## src/rtl/uart_cmd_parser_pkg.sv

```systemverilog
// Shared constants and types for the UART command parser slice.
// The optional reply path is enabled with the UART_CMD_ACK_EN macro.
package uart_cmd_parser_pkg;

  localparam int         DATA_W          = 16;
  localparam logic [7:0] SOF_DEFAULT     = 8'hA5;
  localparam int         TIMEOUT_DEFAULT = 100000;

  localparam logic [7:0] ACK_BYTE = 8'h06;
  localparam logic [7:0] NAK_BYTE = 8'h15;

  localparam logic [1:0] ADDR_KP = 2'd0;
  localparam logic [1:0] ADDR_KI = 2'd1;
  localparam logic [1:0] ADDR_KD = 2'd2;
  localparam logic [1:0] ADDR_SP = 2'd3;

  typedef enum logic [2:0] {
    IDLE,
    GET_ADDR,
    GET_D0,
    GET_D1,
    GET_CHK
  } parseState_t;

  // Error counter sticks at all-ones instead of wrapping.
  function automatic logic [7:0] satInc(input logic [7:0] v);
    return (v == 8'hFF) ? v : v + 8'd1;
  endfunction

endpackage

```

## src/rtl/uart_cmd_parser_if.sv

```systemverilog
// Byte-in / parameter-out bundle between the UART receiver, parser and PID core.
// UART_CMD_ACK_EN adds the reply handshake towards the UART transmitter.
interface uart_cmd_parser_if;
  import uart_cmd_parser_pkg::*;

  logic              data_rdy;
  logic [7:0]        data;
  logic [DATA_W-1:0] kp;
  logic [DATA_W-1:0] ki;
  logic [DATA_W-1:0] kd;
  logic [DATA_W-1:0] setpoint;
  logic              param_valid;
  logic [1:0]        param_addr;
  logic              frame_err;
  logic [7:0]        err_count;
`ifdef UART_CMD_ACK_EN
  logic              send;
  logic [7:0]        send_data;
  logic              send_rdy;

  modport master (
    output data_rdy, data, send_rdy,
    input  kp, ki, kd, setpoint, param_valid, param_addr, frame_err, err_count,
           send, send_data
  );
  modport slave (
    input  data_rdy, data, send_rdy,
    output kp, ki, kd, setpoint, param_valid, param_addr, frame_err, err_count,
           send, send_data
  );
`else
  modport master (
    output data_rdy, data,
    input  kp, ki, kd, setpoint, param_valid, param_addr, frame_err, err_count
  );
  modport slave (
    input  data_rdy, data,
    output kp, ki, kd, setpoint, param_valid, param_addr, frame_err, err_count
  );
`endif

endinterface

```

## src/rtl/uart_cmd_parser_rx_edge.sv

```systemverilog
// Turns the receiver's level-style data_rdy into a single-cycle byte strobe,
// so a data_rdy held high for many cycles still yields exactly one byte.
module uart_rx_edge (
  input  logic clk,
  input  logic rst,
  input  logic level,
  output logic byte_stb
);

  logic prev_q;

  always_ff @(posedge clk or posedge rst) begin
    if (rst) prev_q <= 1'b0;
    else     prev_q <= level;
  end

  assign byte_stb = level & ~prev_q;

endmodule

```

## src/rtl/uart_cmd_parser.sv

```systemverilog
// Decodes SOF/ADDR/D0/D1/CHK frames into the PID parameter registers.
// Define UART_CMD_ACK_EN to return ACK/NAK bytes for every completed or aborted frame.
module uart_cmd_parser
  import uart_cmd_parser_pkg::*;
#(
  parameter logic [7:0] SOF         = SOF_DEFAULT,
  parameter int         TIMEOUT_CYC = TIMEOUT_DEFAULT
) (
  input logic               clk_in,
  input logic               reset,
  uart_cmd_parser_if.slave  bus
);

  localparam int             TW     = $clog2(TIMEOUT_CYC);
  localparam logic [TW-1:0]  T_LAST = TW'(TIMEOUT_CYC - 1);

  parseState_t       state_q;
  logic [7:0]        addr_q, d0_q, d1_q;
  logic [TW-1:0]     timer_q;
  logic [DATA_W-1:0] kp_q, ki_q, kd_q, sp_q;
  logic              paramValid_q, frameErr_q;
  logic [1:0]        paramAddr_q;
  logic [7:0]        errCount_q, errCount_d;
  logic              byteStb, chkOk, timeoutHit, frameDone;

  uart_rx_edge u_edge (
    .clk      (clk_in),
    .rst      (reset),
    .level    (bus.data_rdy),
    .byte_stb (byteStb)
  );

  // A byte edge always beats a simultaneous timeout expiry.
  assign chkOk      = (bus.data == (addr_q ^ d0_q ^ d1_q)) && (addr_q[7:2] == 6'd0);
  assign timeoutHit = (state_q != IDLE) && !byteStb && (timer_q == T_LAST);
  assign frameDone  = byteStb && (state_q == GET_CHK);
  assign errCount_d = satInc(errCount_q);

  always_ff @(posedge clk_in or posedge reset) begin
    if (reset) begin
      state_q      <= IDLE;
      addr_q       <= '0;
      d0_q         <= '0;
      d1_q         <= '0;
      timer_q      <= '0;
      kp_q         <= '0;
      ki_q         <= '0;
      kd_q         <= '0;
      sp_q         <= '0;
      paramValid_q <= 1'b0;
      paramAddr_q  <= '0;
      frameErr_q   <= 1'b0;
      errCount_q   <= '0;
    end else begin
      paramValid_q <= 1'b0;
      frameErr_q   <= 1'b0;

      if (state_q == IDLE || byteStb || timeoutHit) timer_q <= '0;
      else                                          timer_q <= timer_q + 1'b1;

      if (byteStb) begin
        unique case (state_q)
          IDLE:     if (bus.data == SOF) state_q <= GET_ADDR;
          GET_ADDR: begin addr_q <= bus.data; state_q <= GET_D0;  end
          GET_D0:   begin d0_q   <= bus.data; state_q <= GET_D1;  end
          GET_D1:   begin d1_q   <= bus.data; state_q <= GET_CHK; end
          GET_CHK: begin
            state_q <= IDLE;
            if (chkOk) begin
              unique case (addr_q[1:0])
                ADDR_KP: kp_q <= {d1_q, d0_q};
                ADDR_KI: ki_q <= {d1_q, d0_q};
                ADDR_KD: kd_q <= {d1_q, d0_q};
                ADDR_SP: sp_q <= {d1_q, d0_q};
              endcase
              paramValid_q <= 1'b1;
              paramAddr_q  <= addr_q[1:0];
            end else begin
              frameErr_q <= 1'b1;
              errCount_q <= errCount_d;
            end
          end
          default: state_q <= IDLE;
        endcase
      end else if (timeoutHit) begin
        state_q    <= IDLE;
        frameErr_q <= 1'b1;
        errCount_q <= errCount_d;
      end
    end
  end

  assign bus.kp          = kp_q;
  assign bus.ki          = ki_q;
  assign bus.kd          = kd_q;
  assign bus.setpoint    = sp_q;
  assign bus.param_valid = paramValid_q;
  assign bus.param_addr  = paramAddr_q;
  assign bus.frame_err   = frameErr_q;
  assign bus.err_count   = errCount_q;

`ifdef UART_CMD_ACK_EN
  logic       pending_q, send_q;
  logic [7:0] sendData_q, replyByte_d;

  assign replyByte_d = (frameDone && chkOk) ? ACK_BYTE : NAK_BYTE;

  // A fresh reply replaces any unsent one; send_data stays put through the pulse.
  always_ff @(posedge clk_in or posedge reset) begin
    if (reset) begin
      pending_q  <= 1'b0;
      send_q     <= 1'b0;
      sendData_q <= '0;
    end else begin
      send_q <= 1'b0;
      if (frameDone || timeoutHit) begin
        pending_q  <= 1'b1;
        sendData_q <= replyByte_d;
      end else if (pending_q && bus.send_rdy) begin
        send_q    <= 1'b1;
        pending_q <= 1'b0;
      end
    end
  end

  assign bus.send      = send_q;
  assign bus.send_data = sendData_q;
`endif

endmodule

```

## src/flat_wrapper.sv

```systemverilog
// flat-port wrapper written by rule: the top's interface ports become plain ports
module uart_cmd_parser_flat import uart_cmd_parser_pkg::*;
#(
  parameter logic [7:0] SOF         = SOF_DEFAULT,
  parameter int         TIMEOUT_CYC = TIMEOUT_DEFAULT
)
  (clk_in, reset, bus_data_rdy, bus_data, bus_kp, bus_ki, bus_kd, bus_setpoint, bus_param_valid, bus_param_addr, bus_frame_err, bus_err_count);
  uart_cmd_parser_if bus_i ();
  input logic clk_in;
  input logic reset;
  input wire logic [$bits(bus_i.data_rdy)-1:0] bus_data_rdy;
  input wire logic [$bits(bus_i.data)-1:0] bus_data;
  output wire logic [$bits(bus_i.kp)-1:0] bus_kp;
  output wire logic [$bits(bus_i.ki)-1:0] bus_ki;
  output wire logic [$bits(bus_i.kd)-1:0] bus_kd;
  output wire logic [$bits(bus_i.setpoint)-1:0] bus_setpoint;
  output wire logic [$bits(bus_i.param_valid)-1:0] bus_param_valid;
  output wire logic [$bits(bus_i.param_addr)-1:0] bus_param_addr;
  output wire logic [$bits(bus_i.frame_err)-1:0] bus_frame_err;
  output wire logic [$bits(bus_i.err_count)-1:0] bus_err_count;
  assign bus_i.data_rdy = bus_data_rdy;
  assign bus_i.data = bus_data;
  assign bus_kp = bus_i.kp;
  assign bus_ki = bus_i.ki;
  assign bus_kd = bus_i.kd;
  assign bus_setpoint = bus_i.setpoint;
  assign bus_param_valid = bus_i.param_valid;
  assign bus_param_addr = bus_i.param_addr;
  assign bus_frame_err = bus_i.frame_err;
  assign bus_err_count = bus_i.err_count;
  uart_cmd_parser #(.SOF(SOF), .TIMEOUT_CYC(TIMEOUT_CYC)) u_core (.clk_in(clk_in), .reset(reset), .bus(bus_i));
endmodule
```

## config.mk

```make
export PLATFORM = sky130hd
export DESIGN_NAME = uart_cmd_parser_flat
export DESIGN_NICKNAME = d
export VERILOG_FILES = /design/src/rtl/uart_cmd_parser_pkg.sv /design/src/rtl/uart_cmd_parser_if.sv /design/src/rtl/uart_cmd_parser_rx_edge.sv /design/src/rtl/uart_cmd_parser.sv /design/src/flat_wrapper.sv
export SDC_FILE = /design/constraint.sdc
export NUM_CORES = 1
export LEC_CHECK = 0
export CORE_MARGIN = 2
export CORE_UTILIZATION = 27
export DETAILED_ROUTE_END_ITERATION = 10
export PLACE_DENSITY_LB_ADDON = 0.08
export RECOVER_POWER = 50
export SYNTH_ARGS = -nofsm -noshare
export SYNTH_HDL_FRONTEND = slang
export SYNTH_SLANG_ARGS = --single-unit
```

## constraint.sdc

```tcl
create_clock -name clk_in -period 5 [get_ports clk_in]
set_clock_uncertainty 0.2 [all_clocks]
set_input_delay 1 -clock clk_in [delete_from_list [all_inputs] [get_ports clk_in]]
set_output_delay 1 -clock clk_in [all_outputs]
set_load 0.005 [all_outputs]
```

* Word-level counts from Yosys, hierarchy flattened
Cells that the tools add are included.
** Word-level totals
- Register bits :: 121
- Input bits :: 11
- Output and inout port bits :: 76
- Word-level logic and storage cells :: 72
** Operators by class
- Add/sub/neg operators :: 2
- Equal/unequal tests :: 14
- Mux-type cells :: 17
- Bitwise gates (word level) :: 4
- Reductions and logical operators :: 21
** Operator list (count)
- $mux 8 :: 5
- $add 17x1->17 const B :: 1
- $eq 17x17->1 const B :: 1
- $mux 17 :: 1
- $eq 8x8->1 const B :: 2
- $reduce_and 4->1 :: 4
- $xor 8x8->8 :: 2
- $pmux 3 s4 :: 1
- $mux 3 :: 3
- $add 8x1->8 const B :: 1
- $eq 8x8->1 :: 1
- $reduce_and 2->1 :: 4
- $mux 1 :: 7
- $eq 3x2->1 const B :: 2
- $logic_not 6->1 :: 1
- $reduce_and 3->1 :: 2
- $eq 2x2->1 const B :: 2
- $ne 2x2->1 const B :: 2
- $eq 3x1->1 const B :: 1
- $eq 3x3->1 const B :: 1
- $logic_and 1x1->1 :: 3
- $logic_not 3->1 :: 1
- $ne 3x3->1 const B :: 1
- $reduce_bool 3->1 :: 1
- 7 further kinds :: 8

* Depth between registers and ports, before layout
Gate-level depths: netlist of the first run.
- Word-level depth :: 7
- Depth in mapped cells :: 10

* By module
Synthesis of the first run repeated with hierarchy kept, for this count alone.
** Unflattened totals
- Cell total of the unflattened synthesis :: 380
- Area, all modules :: 5156.2 sq um
** By module, submodules not included
- uart_cmd_parser :: times used 1, cells an instance 377, area an instance 5113.7 sq um, seq. area each 3002.9 sq um
- uart_rx_edge :: times used 1, cells an instance 3, area an instance 42.5 sq um, seq. area each 25.0 sq um

* Worst setup path after synthesis of the first run
OpenSTA, ideal clock, no wires.
- Path kind :: input to register
- Start :: in bus_data[6]
- End :: reg u_core.sp_q[0], in the netlist u_core.bus.setpoint[0]
- Arrival time :: 3.077 ns
- Slack :: 1.598 ns
- Cell stages on the path :: 9
- Path buffers :: 3
- Cells stage by stage :: xor2_1 -> xnor2_1 -> nand4_1 -> or4b_1 -> buf_6 -> or4_4 -> buf_6 -> buf_12 -> mux2_4
** On the way
- Longest elaborated chain between the ends :: 3
** Ends and longest elaborated chain
- start, declared :: RTL line flat_wrapper.sv:12 : input wire logic [$bits(bus_i.data)-1:0] bus_data;
- $eq 8x8->1 :: RTL line uart_cmd_parser.sv:34 : assign chkOk = (bus.data == (addr_q ^ d0_q ^ d1_q)) && (addr_q[7:2] == 6'd0);
- $logic_and 1x1->1 :: RTL line uart_cmd_parser.sv:34
- $reduce_and 4->1 (no source line)
- end signal, assigned :: RTL line uart_cmd_parser.sv:74 : ADDR_SP: sp_q <= {d1_q, d0_q};
- end, declared :: RTL line uart_cmd_parser.sv:20 : logic [DATA_W-1:0] kp_q, ki_q, kd_q, sp_q;
Every way passes these cells.
A chain may end at the register's enable or synchronous reset.

* Final worst setup path of the first run
- Start :: in bus_data[6]
- End :: reg u_core.ki_q[0], in the netlist u_core.bus.ki[0]
** On the way
- Longest elaborated chain between the ends :: 3
** Ends and longest elaborated chain
- $eq 8x8->1 :: RTL line uart_cmd_parser.sv:34
- $logic_and 1x1->1 :: RTL line uart_cmd_parser.sv:34
- $reduce_and 4->1 (no source line)
- end signal, assigned :: RTL line uart_cmd_parser.sv:72 : ADDR_KI: ki_q <= {d1_q, d0_q};
- end, declared :: RTL line uart_cmd_parser.sv:20
Every way passes these cells.

==> impl_metrics.toml, run 1 <==
[synth]
async_flop_share = 1.000
synth_top_family_by_area = "multiplexers"
ys_ff_latch = 121
avgSynthCellArea_um2 = 13.96
synth_area_leaders = "dfrtp_1, mux2_2, mux2_4"
synth_top_cells_by_count = "dfrtp_1, mux2_2, nor2_1, nand2_1, xor2_1"
muxShareOfSynthArea = 0.1997
synthCells = 373
yosysUniqueCellTypes = 43
synth-simple-area-share = 0.1041
syn_nets = 386
synth_fa_ha_area_frac = 0.004807
synth_compound_area_frac = 0.01778
yosys.area.top_type = "dfrtp_1"
synth_ff_type = "dfrtp_1"
synth_top_area_share = 0.5816
synthXorXnorAreaFrac = 0.07450
synth_area_um2 = 5206
synth.most_common_cell = "dfrtp_1"
ys.warnings.count = 0
seq_area_frac_synth = 0.5816
synth_edf_count = 0

[floorplanning]
initial_core_util = 0.2765
dieHeight_um = 142.9
die_w_um = 142.9
io_pins = 87
num_rows = 50
coreArea_um2 = 18830
die_area_um2 = 20410

[critical_path]
critPathKind = "in2reg"
cp_max_fo = 11
cp-end-kind = "flip-flop"
cp_data_required_time_ns = 5.09
reg2reg_depth = 7
arrival_ns = 4.08
start_kind = "input pin"

[clocking]
cts-root-buf = "clkbuf_16"
cts_hold_buffers = 0
clock_sinks = 121
worstSkewPairLatency_ns = 0.41
clockBufferDepth = 2
htreeDepth = 4
cts_tree = "yes"
clk_pin_slew_ns = 0.05
post_cts_buffers = 0
cts_buffers = 17
cts-resized-gates = 0

[status]
outcome = "complete, but fails checks"
violations = "max-capacitance violations, max-slew violations"

[cells_and_area]
areaGrowthSynthToFinish_pct = 33.60
insertedDiodeCount = 0
design_area_um2 = 6955
final_cells = 747
drive_gt1_frac = 0.2669
nets = 488
n_fill_cell = 1843

[grt]
antenna_found_initial = 0
grt_max_degree = 64
grt_pass1_vias = 3437
grt_pass1_wl_mm = 19.85
overflow = 0
track_usage = 0.1308

[hold_path]
min_path_type = "reg2reg"
min_path_cells = 1

[power_and_ir_drop]
power_density_nw_per_um2 = 368.4
leakagePower_nw = 3.304
ir_drop_mv = 0.1955

[timing]
report.final.hold_viol_count = 0
fmax_mhz = 250.5
setup_violations = 0
worstMarginPinSlew_ns = 2.715
fin_crit_sh = 0.7984
holdWs_ns = 0.2955
period_needed_ns = 3.992
slew_viol_final = 59
finalSetupTns_ns = 0
rsz0062_at_grt = "false"
slew_headroom = -0.8201

[detailed_routing]
firstDrtPassIters = 4
drc = 0
route.vias.total = 3276
routedWlPerCell_um = 16.65
wl_mm = 12.44
viasPerCell = 4.386
postRouteAntennaNets = 0
drt_iter0_drc = 94

[placement]
place_area_um2 = 6392
numPlacedInstances = 716
dp_hpwl_mm = 8.692
gp_congestion = 0.7452
port_buffers = 86

[flow_run]
drv_cap = 1
## state kept, by name (all words and copies together) (netlist names)
| register | flops |
|---|---|
| u_core.bus.kp | 16 |
| u_core.bus.ki | 16 |
| u_core.state_q | 3 |
| u_core.addr_q | 8 |
| u_core.bus.frame_err | 1 |
| u_core.bus.param_addr | 2 |
| u_core.timer_q | 17 |
| u_core.bus.err_count | 8 |
| u_core.bus.kd | 16 |
| u_core.bus.setpoint | 16 |
| u_core.d1_q | 8 |
| u_core.bus.param_valid | 1 |
| u_core.d0_q | 8 |
| u_core.u_edge.prev_q | 1 |
## worst max-delay path: stages
cell and delay, ns:
clkdlybuf4s50_1 0.60, xor2_1 0.20, xnor2_1 0.17, nand4_1 0.18, or4b_1 0.75, nor4_4 0.47, buf_4 0.33, mux2_2 0.37
## layer usage
| layer | track usage | share of wire |
|---|---|---|
| met4 | 0.04221 | 0.0089 |
| met3 | 0.04661 | 0.045 |
| met5 | 0 | 0 |
| met2 | 0.1948 | 0.46 |
| met1 | 0.1778 | 0.49 |
## logic make-up after synthesis
| group | after synthesis |
|---|---|
| muxes | 89 |
| AOI/OAI and AO/OA | 14 |
| xor gates and xnor gates | 36 |
| adders and majority gates | 2 |
| DFF | 121 |
| buffers and inverters | 14 |
| and+or+nand+nor | 97 |
## cell type report
class,count,area (um2),share of cell area
repair buffers,92,930.9,0.1338
well taps,260,325.3,0.04677
clock inverters,8,96.34,0.01385
multi-input cells,238,2087,0.3001
clock buffers,23,467.9,0.06728
inverters,5,20.02,0.002878
flip-flops and latches,121,3028,0.4353
## through the flow
| step | util | setup slack [ns] | total power [W] |
|---|---|---|---|
| CTS | 0.3694 | 0.9452 | 0.002608 |
| detailed placement | 0.3395 | 0.5095 | 0.001415 |
| global route | 0.3694 | 0.8693 | 0.002700 |
| floorplan | - | 0.5858 | 0.001327 |
| finish | 0.3694 | 1.008 | 0.002563 |
| global placement | 0.3395 | 0.5343 | 0.001413 |
## where the power goes
part | switching, W | internal [W]
logic | 0.000127 | 0.000143
registers | 0.0000876 | 0.00103
clock network | 0.000418 | 0.000754
## final timing paths
path | slack (ns) | from | end
min | 0.30 | u_core.timer_q[0] | u_core.timer_q[0]
max | 1.01 | bus_data[6] | u_core.bus.ki[0]
min in group asynchronous | 1.61 | reset | u_core.bus.err_count[6]
max in group asynchronous | 1.76 | reset | u_core.addr_q[0]
min reg2reg | 0.30 | u_core.timer_q[0] | u_core.timer_q[0]
max reg2reg | 1.49 | u_core.d1_q[4] | u_core.bus.ki[0]
## cell usage in the layout, fill, tap and decap left out, types with 3 or more instances in the layout
| master | instances |
|---|---|
| clkbuf_16 | 17 |
| nor4_1 | 3 |
| xnor2_1 | 15 |
| dlygate4sd3_1 | 35 |
| nand2_1 | 18 |
| xnor3_1 | 4 |
| clkbuf_1 | 4 |
| dfrtp_1 | 121 |
| nor4_4 | 3 |
| nand4_1 | 7 |
| clkinv_2 | 4 |
| mux2_4 | 10 |
| nor2_1 | 29 |
| mux2_2 | 79 |
| nand3_1 | 12 |
| inv_1 | 4 |
| o21ai_0 | 7 |
| and3_1 | 5 |
| nor3_1 | 4 |
| buf_4 | 4 |
| xor2_1 | 16 |
| clkdlybuf4s50_1 | 51 |
(Power assumes the default switching activity.)
==> inputs of run 2 (changes only) <==
Clock period 5 ns to 3.4 ns, I/O delays scaled along.
==> run 2 against run 1 <==
Net effect:
- the run still ends with max-capacitance violations, max-slew violations left
- die area did not move
- routed wire length rose by 1.4%
- final area rose by 2.1%
- non-clock buffer count rose by 19
- worst setup slack got worse by 0.79 ns
- count of clock-buffer cells in the layout fell by 3
- worst hold slack got worse by 0.0080 ns
- global-route usage rose by 0.11 points
- sequential power rose by 46%
- clock power rose by 53%
- final cell count rose by 2.7%
==> impl_metrics.toml, run 2 (synthesis results as in run 1) <==
[grt]
grt_pass1_vias = 3499
track_usage = 0.1319
grt_max_degree = 122
grt_pass1_wl_mm = 19.95
overflow = 0
antenna_found_initial = 0

[status]
violations = "max-capacitance violations, max-slew violations"
outcome = "complete, but fails checks"

[floorplanning]
initial_core_util = 0.2765
coreArea_um2 = 18830
dieHeight_um = 142.9
io_pins = 87
die_area_um2 = 20410
num_rows = 50
die_w_um = 142.9

[clocking]
htreeDepth = 4
post_cts_buffers = 0
cts-resized-gates = 0
cts-root-buf = "clkbuf_16"
cts_hold_buffers = 0
clockBufferDepth = 2
clock_sinks = 121
clk_pin_slew_ns = 0.05
cts_buffers = 17
cts_tree = "yes"
worstSkewPairLatency_ns = 0.42

[placement]
port_buffers = 86
gp_congestion = 0.8014
dp_hpwl_mm = 8.472
numPlacedInstances = 735

[timing]
finalSetupTns_ns = 0
setup_violations = 0
worstMarginPinSlew_ns = 1.705
rsz0062_at_grt = "false"
slew_viol_final = 122
period_needed_ns = 3.178
report.final.hold_viol_count = 0
fmax_mhz = 314.7
fin_crit_sh = 0.9347
slew_headroom = -0.1369
holdWs_ns = 0.2876

[cells_and_area]
layout_common_cells = "dfrtp_1, mux2_2, clkdlybuf4s50_1"
largest_reg_flops = 17
insertedDiodeCount = 0
regMostFlops = "u_core.timer_q"
final_cells = 767
mostFrequentLayoutCell = "dfrtp_1"
drive_gt1_frac = 0.3018
nets = 507
areaGrowthSynthToFinish_pct = 36.34
n_fill_cell = 1816

[power_and_ir_drop]
ir_drop_mv = 0.3654
power.total_w = 0.003888
power_density_nw_per_um2 = 547.8
leakagePower_nw = 3.359

[detailed_routing]
viasPerCell = 4.334
routedWlPerCell_um = 16.45
drt_iter0_drc = 157
route.vias.total = 3324
firstDrtPassIters = 4
postRouteAntennaNets = 0
wl_mm = 12.62
drc = 0

[critical_path]
reg2reg_depth = 8
start_kind = "input pin"
cp-end-kind = "flip-flop"
cp_data_required_time_ns = 3.50
regToRegSetupSlack_ns = 0.25
critPathKind = "in2reg"
arrival_ns = 3.27
cp_max_fo = 6

[hold_path]
min_path_cells = 1
min_path_type = "reg2reg"

[flow_run]
drv_cap = 1
## run 2: path summary, 6_finish.rpt
check                                        startpoint                       to
worst min-delay path            u_core.bus.err_count[6]  u_core.bus.err_count[6]
worst max-delay path                        bus_data[0]         u_core.bus.kp[0]
worst min register to register  u_core.bus.err_count[6]  u_core.bus.err_count[6]
max in group asynchronous                         reset        u_core.state_q[1]
min in group asynchronous                         reset         u_core.bus.kd[1]
worst max register to register           u_core.d1_q[3]         u_core.bus.kp[0]
## run 2: layer usage
layer  part of all wire  global-route usage
met1               0.49              0.1801
met2               0.44              0.1928
met3              0.055             0.04058
met4              0.014             0.05784
met5                  0                   0
## run 2: area by class of cell
| cell class | instances | area (um2) | share of cell area |
|---|---|---|---|
| Clock buffer | 20 | 466.7 | 0.06575 |
| Clock inverter | 12 | 123.9 | 0.01745 |
| Inverter | 5 | 22.52 | 0.003173 |
| Multi-Input combinational cell | 238 | 2087 | 0.2940 |
| Sequential cell | 121 | 3028 | 0.4266 |
| Tap cell | 260 | 325.3 | 0.04583 |
| Timing Repair Buffer | 111 | 1045 | 0.1472 |
## run 2: critical path, stage by stage
cell and delay [ns]:
clkdlybuf4s50_1 0.53, xor2_1 0.20, xnor2_1 0.16, nand4_1 0.15, or4b_1 0.56, buf_4 0.20
nor4_4 0.19, buf_4 0.24, mux2_2 0.35
## run 2: per-stage QoR
| step | setup WS [ns] | cell area, um2 | util |
|---|---|---|---|
| 2_1_floorplan | 0.2671 | 5210 | - |
| 3_3_place_gp | -0.2047 | 6524 | 0.3464 |
| 3_5_place_dp | -0.2167 | 6524 | 0.3464 |
| 4_1_cts | 0.2076 | 7114 | 0.3778 |
| 5_1_grt | 0.1019 | 7098 | 0.3769 |
| 6_report | 0.2222 | 7098 | 0.3769 |
## run 2: power by group
part           leakage, nW  switching [W]  internal [W]  total [W]
Clock                0.284       0.000660       0.00113    0.00179
Sequential            1.67       0.000126       0.00152    0.00164
Combinational         1.40       0.000206      0.000249   0.000454
Total                 3.36       0.000992       0.00290    0.00389
==> variant 1: new RTL, flow settings as in run 2 <==
The 5 states of `parseState_t` get a one-hot encoding in 5 bits.
--- a/src/rtl/uart_cmd_parser_pkg.sv
+++ b/src/rtl/uart_cmd_parser_pkg.sv
@@ -14,12 +14,12 @@
   localparam logic [1:0] ADDR_KD = 2'd2;
   localparam logic [1:0] ADDR_SP = 2'd3;
 
-  typedef enum logic [2:0] {
-    IDLE,
-    GET_ADDR,
-    GET_D0,
-    GET_D1,
-    GET_CHK
+  typedef enum logic [4:0] {
+    IDLE     = 5'b00001,
+    GET_ADDR = 5'b00010,
+    GET_D0   = 5'b00100,
+    GET_D1   = 5'b01000,
+    GET_CHK  = 5'b10000
   } parseState_t;
 
   // Error counter sticks at all-ones instead of wrapping.
Check against the original RTL: no difference found for any inputs over 10 cycles, from zero or initial values and one cycle with reset high; not proved beyond that.
==> variant 1 against run 2 <==
Area after synthesis is 1.3% higher; cell area is 1.2% higher; setup slack better by 300 ps; worst hold slack worse by 5.5 ps; non-clock buffer count is 5 lower; critical path depth is 2 lower; clock power is 8% higher; wire length is 0.20% higher; power is 6.2% higher; sequential cell count is 2 higher; critical endpoint is now u_core.bus.kp[10]$_DFFE_PP0P_.
==> variant 1: results (changes against run 2) <==
Status
  • Run status: complete, no violations

Logic synthesis
  • Post-synth top cells: 122 x dfrtp_1, 83 x mux2_2, 24 x nor2_1, 24 x xor2_1, 19 x xnor2_1
  • Synth Area in XOR/XNOR: 0.0714 (-0.00311)
  • Syn_nets: 392 (+1.6%)
  • Synth Area in Compound Gates: 0.00830 (-0.00948)
  • Adder-Cell Fraction of Synth Area: 0.00474 (-0.0000627)
  • Post-Syn Instances: 379 (+1.6%)
  • Top cells by area, synth: dfrtp_1 58%, mux2_2 18%, xor2_1 4.0%, xnor2_1 3.2%, mux2_4 2.8%

Worst setup path
  • Critical path launch point: bus_data_rdy
  • FF-to-FF End: u_core.bus.err_count[1]$_DFFE_PP0P_
  • CP max-delay cell: dlygate4sd3_1
  • Crit Path Max Fanout: 16 (+10)
  • Register-to-Register Path Depth: 5 (-3)
  • Reg2Reg Setup Slack: 700 ps (+450 ps)
  • Max incr delay on CP: 580 ps (+20 ps)
  • RR Startpoint: u_core.timer_q[11]$_DFF_PP0_

Timing
  • Hold slack: 282 ps (-5.51 ps)
  • Min Tclk post-route: 2880 ps (-298 ps)

Placement
  • Dpl ws: 145 ps (+362 ps)
  • Gpl congestion: 0.783 (-2.2%)
  • Final HPWL DP: 8850 um (+4.5%)
  • Placed Cells: 740 (+0.68%)

Global routing
  • Largest net degree at the start of global routing: 41 (-66%)
  • M2 GR Usage: 0.199 (+0.00643)
  • Grt met1 use: 0.178 (-0.00249)
  • Vias in the first global route: 3462 (-1.1%)
  • Gr usage total: 0.131 (-0.000532)
  • Met3 GRT Util: 0.0423 (+0.00174)

Pwr
  • Leakage: 3.46 nW (+3.0%)
  • Net Switching: 1.03 mW (+3.6%)
  • Worst VDD drop: 0.000337 V (-7.8%)

Min path
  • Worst min-delay path startpoint: u_core.bus.err_count[4]$_DFFE_PP0P_
  • Hold Path Sink: u_core.bus.err_count[4]$_DFFE_PP0P_

Detailed routing
  • Via Count: 3342 (+0.54%)
  • Via-per-instance ratio: 4.33 (about the same)

Final layout
  • Filler cells: 1858 (+2.3%)
  • Layout cells sized above 1: 0.291 (-0.0113)
[variant 1: layout make-up]
cell class | count | area share
clock buffer | 25 | 0.0690
sequential | 123 | 0.429
timing repair buffer | 106 | 0.142
multi-input combinational | 243 | 0.294
tap | 265 | 0.0462
clock inverter | 6 | 0.0186
inverter | 3 | 0.00174
[variant 1: power by group through the flow]
| stage | Clock, mW | Combinational, mW | Sequential, mW |
|---|---|---|---|
| after floorplan | 0 | 0.401 | 1.68 |
| after global placement | 0 | 0.477 | 1.76 |
| after detailed placement | 0 | 0.483 | 1.76 |
| after CTS | 1.98 | 0.485 | 1.73 |
| after global routing | 2.06 | 0.528 | 1.75 |
| final | 1.93 | 0.473 | 1.73 |
[variant 1: per-layer routing]
metal | up-vias | part of all wire
met5 | - | 0
met4 | 0 | 0.0093
met3 | 7 | 0.048
met2 | 72 | 0.46
met1 | 1684 | 0.48
li1 | 1579 | -
==> variant 2: new RTL, settings of run 2 <==
Without the edit above. Change the package constant `TIMEOUT_DEFAULT` from 100000 to 200000.
--- a/src/rtl/uart_cmd_parser_pkg.sv
+++ b/src/rtl/uart_cmd_parser_pkg.sv
@@ -4,7 +4,7 @@
 
   localparam int         DATA_W          = 16;
   localparam logic [7:0] SOF_DEFAULT     = 8'hA5;
-  localparam int         TIMEOUT_DEFAULT = 100000;
+  localparam int         TIMEOUT_DEFAULT = 200000;
 
   localparam logic [7:0] ACK_BYTE = 8'h06;
   localparam logic [7:0] NAK_BYTE = 8'h15;
Check against the original RTL: same outputs for any inputs over 10 cycles, from zero or initial values and one cycle with reset high; that may be too few to reach the edited logic, so the function may still have changed.
==> variant 2 against run 2 <==
Power shrank 3.1%; critical endpoint is now u_core.bus.kp[11]$_DFFE_PP0P_; worst hold slack lost 32 ps; register-to-register slack improved by 390 ps; critical path depth fell by 1; critical path type unchanged; wire length is 1.9% lower; area after synthesis fell by 0.36%; cell area shrank 1.2%; sequential cell count up 1; highest routed layer unchanged; sequential share of layout area increased by 0.87 points; largest cell class unchanged; setup slack gained 370 ps.
==> variant 2: results (changes against run 2) <==
Status
  • Run status: complete, no violations

Worst setup path
  • Arr. time, crit path: 2900 ps (-370 ps)
  • Worst setup endpoint: u_core.bus.kp[11]$_DFFE_PP0P_
  • RR Startpoint: u_core.timer_q[6]$_DFF_PP0_
  • Critical path launch point: bus_data[2]
  • Register-to-Register Path Depth: 6 (-2)
  • Family with the most delay on the worst path: simple AND/OR/NAND/NOR gates
  • CP max-delay cell: clkdlybuf4s50_1
  • FF-to-FF End: u_core.bus.err_count[1]$_DFFE_PP0P_

Final layout
  • Clock buffers: 18 (-10%)
  • Multi-input gate area: 0.00205 sq mm (-1.9%)
  • ClkCell Share: 0.0826 (-0.000611)
  • Fin nets: 502 (-0.99%)

Timing
  • Rel. slew slack: 0.222 (+0.359)
  • Hold slack: 256 ps (-31.7 ps)
  • Fin crit share: 0.824 (-0.110)

Detailed routing
  • DR iter-0 viols: 106 (-32%)
  • Met3 wire len: 660 um (-5.3%)
  • Via Count: 3230 (-2.8%)
  • Metal-1 WL: 5660 um (-8.1%)

Global routing
  • Largest net degree at the start of global routing: 61 (-50%)
  • Gr usage total: 0.132 (+0.000569)
  • Met3 GRT Util: 0.0516 (+0.0111)

Floorplanning
  • Die area: 0.0203 sq mm (-0.35%)

Pwr
  • Leakage: 3.30 nW (-1.8%)

Min path
  • Worst min-delay path startpoint: u_core.timer_q[0]$_DFF_PP0_

Placement
  • Placed Cells: 704 (-4.2%)
  • Cell Area, Placed: 0.00646 sq mm (-0.98%)

Logic synthesis
  • Post-synth top cells: 122 x dfrtp_1, 81 x mux2_2, 24 x nor2_1, 24 x xnor2_1, 20 x xor2_1
[variant 2: changes by cell type in the layout (fill, tap and decap cells not counted), sizes merged, moves of 3 or more]
cell,run 2,this run
nor3,4,8
nor2,29,24
o21ai,7,3
xnor2,15,24
xor2,16,20
nand4,7,1
xnor3,5,0
inv,4,7
buf,23,17
[variant 2: kinds of logic (layout without fill, tap and decap cells)]
| group | count (synthesis) | count (layout) | synth area share |
|---|---|---|---|
| buffers and inverters | 14 | 142 | 0.0169 |
| AO/OA/AOI/OAI | 8 | 8 | 0.0104 |
| AND/OR/NAND/NOR | 93 | 93 | 0.100 |
| XOR/XNOR | 44 | 44 | 0.0743 |
| adder cells (fa/ha/maj) | 2 | 2 | 0.00482 |
| flip-flops | 122 | 122 | 0.589 |
| multiplexers | 91 | 91 | 0.205 |
[variant 2: power by group]
part           leakage (nW)  internal, mW  switching (mW)
Clock                 0.268          1.04           0.709
Combinational          1.34         0.191           0.168
Sequential             1.69          1.53           0.132
Total                  3.30          2.76            1.01
